$ cat src/rtl/mac_pause_sched.sv
// TX arbiter: forwards user AXI-Stream frames and injects locally generated 802.3x pause frames between them.
// Define MAC_PAUSE_RX_EN to build the received-pause counter that holds off the start of new user frames.
module mac_pause_sched #(
  parameter int          AXIS_DATA_WIDTH = 64,
  parameter int          AXIS_DATA_BYTES = AXIS_DATA_WIDTH/8,
  parameter logic [47:0] LOCAL_MAC       = 48'hAA_BB_CC_DD_EE_FF,
  parameter int          QUANTUM_CYCLES  = 8
) (
  input  logic                       mac_clk,
  input  logic                       mac_rst,
  input  logic [AXIS_DATA_WIDTH-1:0] s_axis_tdata,
  input  logic [AXIS_DATA_BYTES-1:0] s_axis_tkeep,
  input  logic                       s_axis_tvalid,
  input  logic                       s_axis_tlast,
  output logic                       s_axis_tready,
  output logic [AXIS_DATA_WIDTH-1:0] m_axis_tdata,
  output logic [AXIS_DATA_BYTES-1:0] m_axis_tkeep,
  output logic                       m_axis_tvalid,
  output logic                       m_axis_tlast,
  input  logic                       m_axis_tready,
  input  logic                       pause_req,
  input  logic [15:0]                pause_time,
  input  logic                       rx_pause_valid,
  input  logic [15:0]                rx_pause_time,
  output logic                       pause_frame_sent,
  output logic                       tx_paused,
  output logic [18:0]                pause_remaining
);

  typedef enum logic [1:0] {IDLE, USER, PAUSE_TX} state_t;

  state_t                     r_state;
  state_t                     w_next;
  logic                       r_pend;
  logic [15:0]                r_ptime;
  logic [15:0]                r_ftime;
  logic [2:0]                 r_beat;
  logic                       r_sent;
  logic                       w_pend;
  logic [15:0]                w_ptime;
  logic                       w_start_pause;
  logic                       w_beat_acc;
  logic [AXIS_DATA_WIDTH-1:0] w_pdata;
  logic [AXIS_DATA_BYTES-1:0] w_pkeep;

  // A request arriving in the IDLE cycle itself wins arbitration, so fold it in combinationally.
  assign w_pend        = r_pend | pause_req;
  assign w_ptime       = pause_req ? pause_time : r_ptime;
  assign w_start_pause = (r_state == IDLE) && w_pend;
  assign w_beat_acc    = (r_state == PAUSE_TX) && m_axis_tready;

  always_ff @(posedge mac_clk) begin
    if (mac_rst) r_state <= IDLE;
    else         r_state <= w_next;
  end

  always_comb begin
    w_next = r_state;
    case (r_state)
      IDLE: begin
        if (w_pend)                           w_next = PAUSE_TX;
        else if (s_axis_tvalid && !tx_paused) w_next = USER;
      end
      USER:     if (s_axis_tvalid && m_axis_tready && s_axis_tlast) w_next = IDLE;
      PAUSE_TX: if (w_beat_acc && (r_beat == 3'd7))                 w_next = IDLE;
      default:  w_next = IDLE;
    endcase
  end

  always_ff @(posedge mac_clk) begin
    if (mac_rst) begin
      r_pend  <= 1'b0;
      r_ptime <= '0;
      r_ftime <= '0;
      r_beat  <= '0;
      r_sent  <= 1'b0;
    end else begin
      r_sent <= w_beat_acc && (r_beat == 3'd7);
      if (w_start_pause) begin
        r_pend  <= 1'b0;
        r_ftime <= w_ptime;
        r_beat  <= '0;
      end else begin
        if (pause_req) begin
          r_pend  <= 1'b1;
          r_ptime <= pause_time;
        end
        if (w_beat_acc) r_beat <= r_beat + 3'd1;
      end
    end
  end

  // Pause frame image, byte 0 of each beat in the low byte lane.
  always_comb begin
    w_pdata = '0;
    w_pkeep = '1;
    case (r_beat)
      3'd0: w_pdata = {LOCAL_MAC[39:32], LOCAL_MAC[47:40], 48'h01_00_00_C2_80_01};
      3'd1: w_pdata = {32'h01_00_08_88, LOCAL_MAC[7:0], LOCAL_MAC[15:8],
                       LOCAL_MAC[23:16], LOCAL_MAC[31:24]};
      3'd2: w_pdata = {48'h0, r_ftime[7:0], r_ftime[15:8]};
      3'd7: w_pkeep = 8'h0F;
      default: ;
    endcase
  end

  always_comb begin
    m_axis_tdata  = '0;
    m_axis_tkeep  = '0;
    m_axis_tvalid = 1'b0;
    m_axis_tlast  = 1'b0;
    s_axis_tready = 1'b0;
    case (r_state)
      USER: begin
        m_axis_tdata  = s_axis_tdata;
        m_axis_tkeep  = s_axis_tkeep;
        m_axis_tvalid = s_axis_tvalid;
        m_axis_tlast  = s_axis_tlast;
        s_axis_tready = m_axis_tready;
      end
      PAUSE_TX: begin
        m_axis_tdata  = w_pdata;
        m_axis_tkeep  = w_pkeep;
        m_axis_tvalid = 1'b1;
        m_axis_tlast  = (r_beat == 3'd7);
      end
      default: ;
    endcase
  end

  assign pause_frame_sent = r_sent;

`ifdef MAC_PAUSE_RX_EN
  logic [18:0] r_cnt;

  always_ff @(posedge mac_clk) begin
    if (mac_rst)             r_cnt <= '0;
    else if (rx_pause_valid) r_cnt <= 19'(rx_pause_time) * 19'(QUANTUM_CYCLES);
    else if (r_cnt != '0)    r_cnt <= r_cnt - 19'd1;
  end

  assign tx_paused       = (r_cnt != '0);
  assign pause_remaining = r_cnt;
`else
  logic w_unused;
  assign w_unused        = ^{rx_pause_valid, rx_pause_time};
  assign tx_paused       = 1'b0;
  assign pause_remaining = '0;
`endif

endmodule
$ cat config.mk
export PLATFORM = sky130hd
export DESIGN_NAME = mac_pause_sched
export DESIGN_NICKNAME = d
export VERILOG_FILES = /design/src/rtl/mac_pause_sched.sv
export SDC_FILE = /design/constraint.sdc
export NUM_CORES = 1
export LEC_CHECK = 0
export CAP_MARGIN = 5
export CORE_MARGIN = 3
export CORE_UTILIZATION = 37
export CTS_CLUSTER_DIAMETER = 40
export DETAILED_ROUTE_END_ITERATION = 6
export GPL_TIMING_DRIVEN = 0
export PLACE_DENSITY = 0.9
export SKIP_LAST_GASP = 1
export SLEW_MARGIN = 10
export SYNTH_ARGS = -nofsm -noshare
export SYNTH_HDL_FRONTEND = slang
export SYNTH_SLANG_ARGS = --single-unit
$ cat constraint.sdc
create_clock -name mac_clk -period 5.3 [get_ports mac_clk]
set_clock_uncertainty 0.05 [all_clocks]
set_input_delay 0.795 -clock mac_clk [delete_from_list [all_inputs] [get_ports mac_clk]]
set_output_delay 0.795 -clock mac_clk [all_outputs]
set_load 0.05 [all_outputs]
==> flow_metrics.tcl, run 1 <==
set metrics [dict create \
    dp_slack_ns 1.99 \
    ys_types 37 \
    rsz0062_at_grt "no" \
    post-cts-setup-buffers 0 \
    hold_viol_final 0 \
    yosysTopAreaCellShare 0.289 \
    wl_per_cell_um 15.2 \
    synth_most_common_cell "nand2_1" \
    cp.arrival_ns 2.76 \
    synthesis.instances 323 \
    path_clk_slew_ns 0.07 \
    start_util 0.388 \
    synth_flop_cell "dfxtp_1" \
    antenna_cells 0 \
    drtIter0Drc 73 \
    dieHeight_um 91.4 \
    clk_latency_ns 0.29 \
    p_comb_frac 0.653 \
    htree_num_levels 2 \
    place_area_um2 4570 \
    cts_sinks 39 \
    cts_tree "built" \
    async_flop_share 0 \
    cell_internal_pwr_w 0.000874 \
    timing.fmax_mhz 277 \
    worst-slew-pin-transition_ns 0.553 \
    finalMaxSlewViolations 0 \
    maxCapViolCount 0 \
    synth_commonest_cells "nand2_1 (43), dfxtp_1 (39), buf_4 (26)" \
    yosysSeqAreaShare 0.289 \
    vias 2962 \
    track_usage 0.213 \
    cts_resized 0 \
    cts_buffers 5 \
    synth_edf_count 0 \
    setup_ws_ns 1.69 \
    cts_buffer_depth 2 \
    crit_slowest_cell "clkdlybuf4s50_1" \
    fin_crit_ns 3.61 \
    power_density_nw_per_um2 362 \
    r2r_setup_slack_ns 3.73 \
    ctsHoldBuffers 0 \
    ys_ff_latch 39 \
    worstPathRequired_ns 4.45 \
    antenna_found_initial 0 \
    core_um2 6940 \
    die-area_um2 8350 \
    grt_pass1_wl_mm 14.5 \
    cts_root_buffer "clkbuf_8" \
    fp-row-count 30 \
    reg2regPathDepth 5 \
    p_sw_w 0.000811 \
    min_from "r_ptime[9]" \
    pin_count 207 \
    crit_fanout 10 \
    yosys.area.top_type "dfxtp_1" \
    dp.cells 606 \
    remaining_drc_errors 0 \
    startpoint_type "flop" \
    leakagePower_nw 2.17 \
    hpwlAfterDp_mm 7.96 \
    port_buffers 168 \
    synth.cell_area_um2 2700 \
    hold_path_end "r_ptime[9]" \
    power_frac_seq 0.235 \
    cp_cell_sequence "inv_1 > ha_1 > nand2_4 > nor3b_4 > buf_6 > a21o_2 > clkdlybuf4s50_1" \
    ant_nets 0 \
    slew_headroom 0.630 \
    layout-drive-gt1-share 0.125 \
    area_growth_pct 72.4 \
    final_nets 636 \
    setup_violations 0 \
    finalCritPeriodShare 0.681 \
    hp-class "reg -> reg" \
    switching_share 0.481 \
    avgSynthCellArea_um2 8.35 \
    slowest_delay_ns 0.81 \
    irDropWorstVdd_mv 0.228 \
    grt_max_degree 12 \
    firstDrtPassIters 4 \
    hold-path-cell-count 2 \
    status "finished clean" \
    fin_util 0.670 \
    grt_pass1_vias 2886 \
    die_w_um 91.4 \
    yosys_warnings 0 \
    vias_per_cell 4.82 \
    design_area_um2 4650 \
    fillers 570 \
    gp_congestion 0.792 \
    crit_type "reg -> out" \
    fin_cells 614 \
    drt_wl_total_mm 9.31 \
    r2r_end "r_state[1]" \
    endpoint_kind "output port" \
    clock_power_share 0.112 \
    fin_tns_setup_ns 0 \
    grt_overflow_total 0 \
    rr_startpoint "r_state[0]" \
    synth_area_leaders "dfxtp_1 (29%), buf_4 (7.2%), mux2i_1 (6.7%)" \
]
## area by class of cell
class                           instances  area [um^2]  share of cell area
Sequential cell                        39          781               0.168
Timing Repair Buffer                  168         1680               0.361
Tap cell                               96          120              0.0258
Clock buffer                            7         76.3              0.0164
Inverter                                7         26.3             0.00565
Clock inverter                          1         5.00             0.00108
Buffer                                 50          338              0.0726
Multi-Input combinational cell        246         1620               0.349
## power by group through the flow
stage | clock (W) | combinational [W] | sequential (W)
floorplan | 0 | 0.000767 | 0.000391
global placement | 0 | 0.00108 | 0.000398
detailed placement | 0 | 0.00110 | 0.000402
CTS | 0.000191 | 0.00110 | 0.000396
global route | 0.000205 | 0.00117 | 0.000403
finish | 0.000189 | 0.00110 | 0.000396
## worst max-delay path by stage
stage | start | end | slack (ns)
global route | r_state[0] | m_axis_tdata[21] | 1.54
detailed placement | r_state[0] | m_axis_tdata[21] | 1.99
floorplan | r_state[0] | m_axis_tdata[11] | 2.67
global placement | r_state[0] | m_axis_tdata[19] | 2.02
finish | r_state[0] | m_axis_tdata[21] | 1.69
CTS | r_state[0] | m_axis_tdata[21] | 1.67
## per-stage QoR
stage	power [W]	hold WS, ns
CTS	0.00169	0.405
detailed placement	0.00150	0.397
global route	0.00177	0.428
floorplan	0.00116	0.386
finish	0.00169	0.405
global placement	0.00147	0.391
## flip-flops by register name, summed over array words and instances, names as in the netlist
signal	flops
r_ptime	16
r_state	2
r_beat	3
pause_frame_sent	1
r_ftime	16
r_pend	1
## layout by cell type, fill, tap and decap left out, drive strengths merged
| master | Yosys | layout |
|---|---|---|
| mux2i | 18 | 18 |
| nand2b | 1 | 1 |
| clkbuf | 12 | 19 |
| inv | 7 | 7 |
| a221o | 3 | 3 |
| and3b | 2 | 2 |
| conb | 1 | 20 |
| nor2 | 20 | 20 |
| a221oi | 9 | 9 |
| nand2 | 44 | 44 |
| clkinv | 0 | 1 |
| o21a | 1 | 1 |
| a21oi | 17 | 17 |
| o211a | 1 | 1 |
| nor2b | 10 | 10 |
| nor3b | 4 | 4 |
| a211oi | 17 | 17 |
| a22o | 6 | 6 |
| xnor2 | 1 | 1 |
| nor3 | 5 | 5 |
| and2 | 2 | 2 |
| a32o | 3 | 3 |
| ha | 8 | 8 |
| dfxtp | 39 | 39 |
| clkdlybuf4s50 | 0 | 168 |
| and3 | 20 | 20 |
| buf | 38 | 38 |
| a21o | 32 | 32 |
| a21boi | 1 | 1 |
| nand3 | 1 | 1 |
## per-layer routing
metal  wire (um)  GRT usage
met3         518     0.0414
met1        3560      0.224
met5           0          0
met4         263     0.0653
met2        4960      0.418
## logic make-up (layout without fill, tap and decap cells)
| logic type | count (synthesis) | count (layout) | share of synthesized area |
|---|---|---|---|
| AO/OA/AOI/OAI | 90 | 90 | 0.255 |
| multiplexers | 18 | 18 | 0.0668 |
| flip-flops | 39 | 39 | 0.289 |
| XOR/XNOR | 1 | 1 | 0.00325 |
| AND/OR/NAND/NOR | 109 | 109 | 0.212 |
| buffers and inverters | 57 | 233 | 0.135 |
| other | 1 | 20 | 0.00139 |
| adder cells (fa/ha/maj) | 8 | 8 | 0.0371 |
## critical path, delay by kind of cell, from the launching register on
kind / cells / cell delay, ns
compound gates: 1 / 0.10
fa+ha+maj: 1 / 0.42
buf+inv: 3 / 1.07
flops: 1 / 0.37
simple gates: 2 / 0.52
Power figures use the tool's default switching activity.
==> run 2: changes to the inputs <==
CORE_UTILIZATION = 34   (was 37)
PLACE_DENSITY = 0.83   (was 0.9)
clock period = 3.5 ns   (was 5.3 ns; I/O delays follow)
==> run 2 against run 1 <==
Flip-flop and latch count is the same. Clock-buffer cell count unchanged. Critical endpoint is now m_axis_tdata[0]. Sequential share of layout area hardly changed.
==> flow_metrics.tcl, run 2 (synthesis results as in run 1) <==
set metrics [dict create \
    status "finished clean" \
    layout_common_cells "clkdlybuf4s50_1 (167), nand2_1 (43), dfxtp_1 (39), buf_4 (26), a21o_1 (22)" \
    design_area_um2 4660 \
    core_um2 7490 \
    grt_pass1_vias 2810 \
    cts_buffer_depth 2 \
    leakagePower_nw 2.19 \
    post-cts-setup-buffers 0 \
    finalCritPeriodShare 0.962 \
    cts_tree "built" \
    path_delay_family "buffers and inverters" \
    path_buf_inv 2 \
    finalPower_w 0.00256 \
    fin_crit_ns 3.37 \
    maxCapViolCount 0 \
    hp-class "reg -> reg" \
    cp_cell_sequence "inv_1 > ha_1 > nand2_4 > nor3b_4 > a22o_1 > clkdlybuf4s50_1" \
    hold_viol_final 0 \
    timing.fmax_mhz 297 \
    pin_count 207 \
    irDropWorstVdd_mv 0.254 \
    area_growth_pct 72.7 \
    rr_startpoint "r_state[0]" \
    start_util 0.360 \
    final_nets 636 \
    critPathLaunch "r_state[0]" \
    drtIter0Drc 78 \
    remaining_drc_errors 0 \
    cts_root_buffer "clkbuf_8" \
    gp_congestion 0.773 \
    die-area_um2 9040 \
    reg_top3 "r_ftime: 16 flops, r_ptime: 16 flops, r_beat: 3 flops" \
    cts_sinks 39 \
    fp-row-count 31 \
    setup_violations 0 \
    place_area_um2 4570 \
    startpoint_type "flop" \
    grt_max_degree 12 \
    finalMaxSlewViolations 0 \
    antenna_cells 0 \
    worstPathRequired_ns 2.92 \
    endpoint "m_axis_tdata[0]" \
    drt_wl_total_mm 9.36 \
    vias 3007 \
    fin_util 0.622 \
    slew_headroom 0.624 \
    cts_buffers 5 \
    worst-slew-pin-transition_ns 0.563 \
    r2r_setup_slack_ns 1.85 \
    power_density_nw_per_um2 549 \
    path_clk_slew_ns 0.07 \
    htree_num_levels 2 \
    crit_fanout 10 \
    hpwlAfterDp_mm 7.85 \
    antenna_found_initial 0 \
    track_usage 0.192 \
    ctsHoldBuffers 0 \
    firstDrtPassIters 6 \
    fin_tns_setup_ns 0 \
    reg2regPathDepth 5 \
    port_buffers 168 \
    crit_slowest_cell "clkdlybuf4s50_1" \
    rsz0062_at_grt "yes" \
    crit_type "reg -> out" \
    r2r_end "r_state[1]" \
    clk_latency_ns 0.29 \
    vias_per_cell 4.87 \
    final_common_cell "clkdlybuf4s50_1" \
    layout-drive-gt1-share 0.125 \
    dieHeight_um 95.1 \
    cp.arrival_ns 2.79 \
    fillers 643 \
    grt_overflow_total 0 \
    die_w_um 95.1 \
    wl_per_cell_um 15.2 \
    endpoint_kind "output port" \
    grt_pass1_wl_mm 13.7 \
    ant_nets 0 \
    slowest_delay_ns 0.81 \
    worstSetupPathDepth 6 \
]
==> run 2: cell types whose count changed in the layout (fill, tap and decap cells not counted), sizes merged <==
cell           previous run  this run
dlymetal6s2s              0         1
clkdlybuf4s50           168       167
==> run 2: worst min-delay path by stage <==
stage / startpoint / end / slack [ns] / cells after the start
5_1_grt: r_ptime[13] / r_ptime[13] / 0.42 / 2
3_3_place_gp: r_ptime[13] / r_ptime[13] / 0.39 / 2
4_1_cts: r_ptime[13] / r_ptime[13] / 0.41 / 2
2_1_floorplan: r_ptime[0] / r_ptime[0] / 0.39 / 2
3_5_place_dp: r_ptime[13] / r_ptime[13] / 0.40 / 2
6_report: r_ptime[13] / r_ptime[13] / 0.40 / 2
==> run 2: cell type report <==
| cell class | count | area [um^2] | share of cell area |
|---|---|---|---|
| clock inverter | 1 | 5.00 | 0.00107 |
| multi-input combinational | 246 | 1620 | 0.349 |
| inverter | 7 | 26.3 | 0.00564 |
| timing repair buffer | 168 | 1680 | 0.362 |
| tap | 99 | 124 | 0.0266 |
| clock buffer | 7 | 76.3 | 0.0164 |
| sequential | 39 | 781 | 0.168 |
| buffer | 50 | 338 | 0.0725 |
==> run 2: what timing repair did <==
action                                 CTS  global route
endpoints found under the hold margin    0             0
setup endpoints to repair                0             2
resized for setup                        0             1
==> run 2: through the flow <==
stage | hold WS [ns] | instances | setup slack, ns
final | 0.404 | 617 | 0.134
after global routing | 0.416 | 617 | -0.00520
after CTS | 0.406 | 617 | 0.0589
after detailed placement | 0.396 | 609 | 0.380
after global placement | 0.391 | 609 | 0.465
after floorplan | 0.386 | 342 | 1.14
==> run 2: layer usage <==
layer,vias up,routed length (um),GRT usage
met5,-,0,0
met4,0,262,0.0781
met2,122,5000,0.376
met3,21,742,0.0466
met1,1375,3350,0.191
li1,1489,-,-
==> run 2: worst min-delay path, delay by kind of cell (launching register included) <==
family	cells	cell delay, ns
compound gates	1	0.05
simple gates	1	0.05
flops	1	0.31
==> run 2: power by group <==
part | internal, W | switching (W) | leakage (nW) | total (W)
Clock | 0.000140 | 0.000147 | 0.0422 | 0.000287
Sequential | 0.000544 | 0.0000555 | 0.319 | 0.000600
Combinational | 0.000640 | 0.00103 | 1.83 | 0.00167
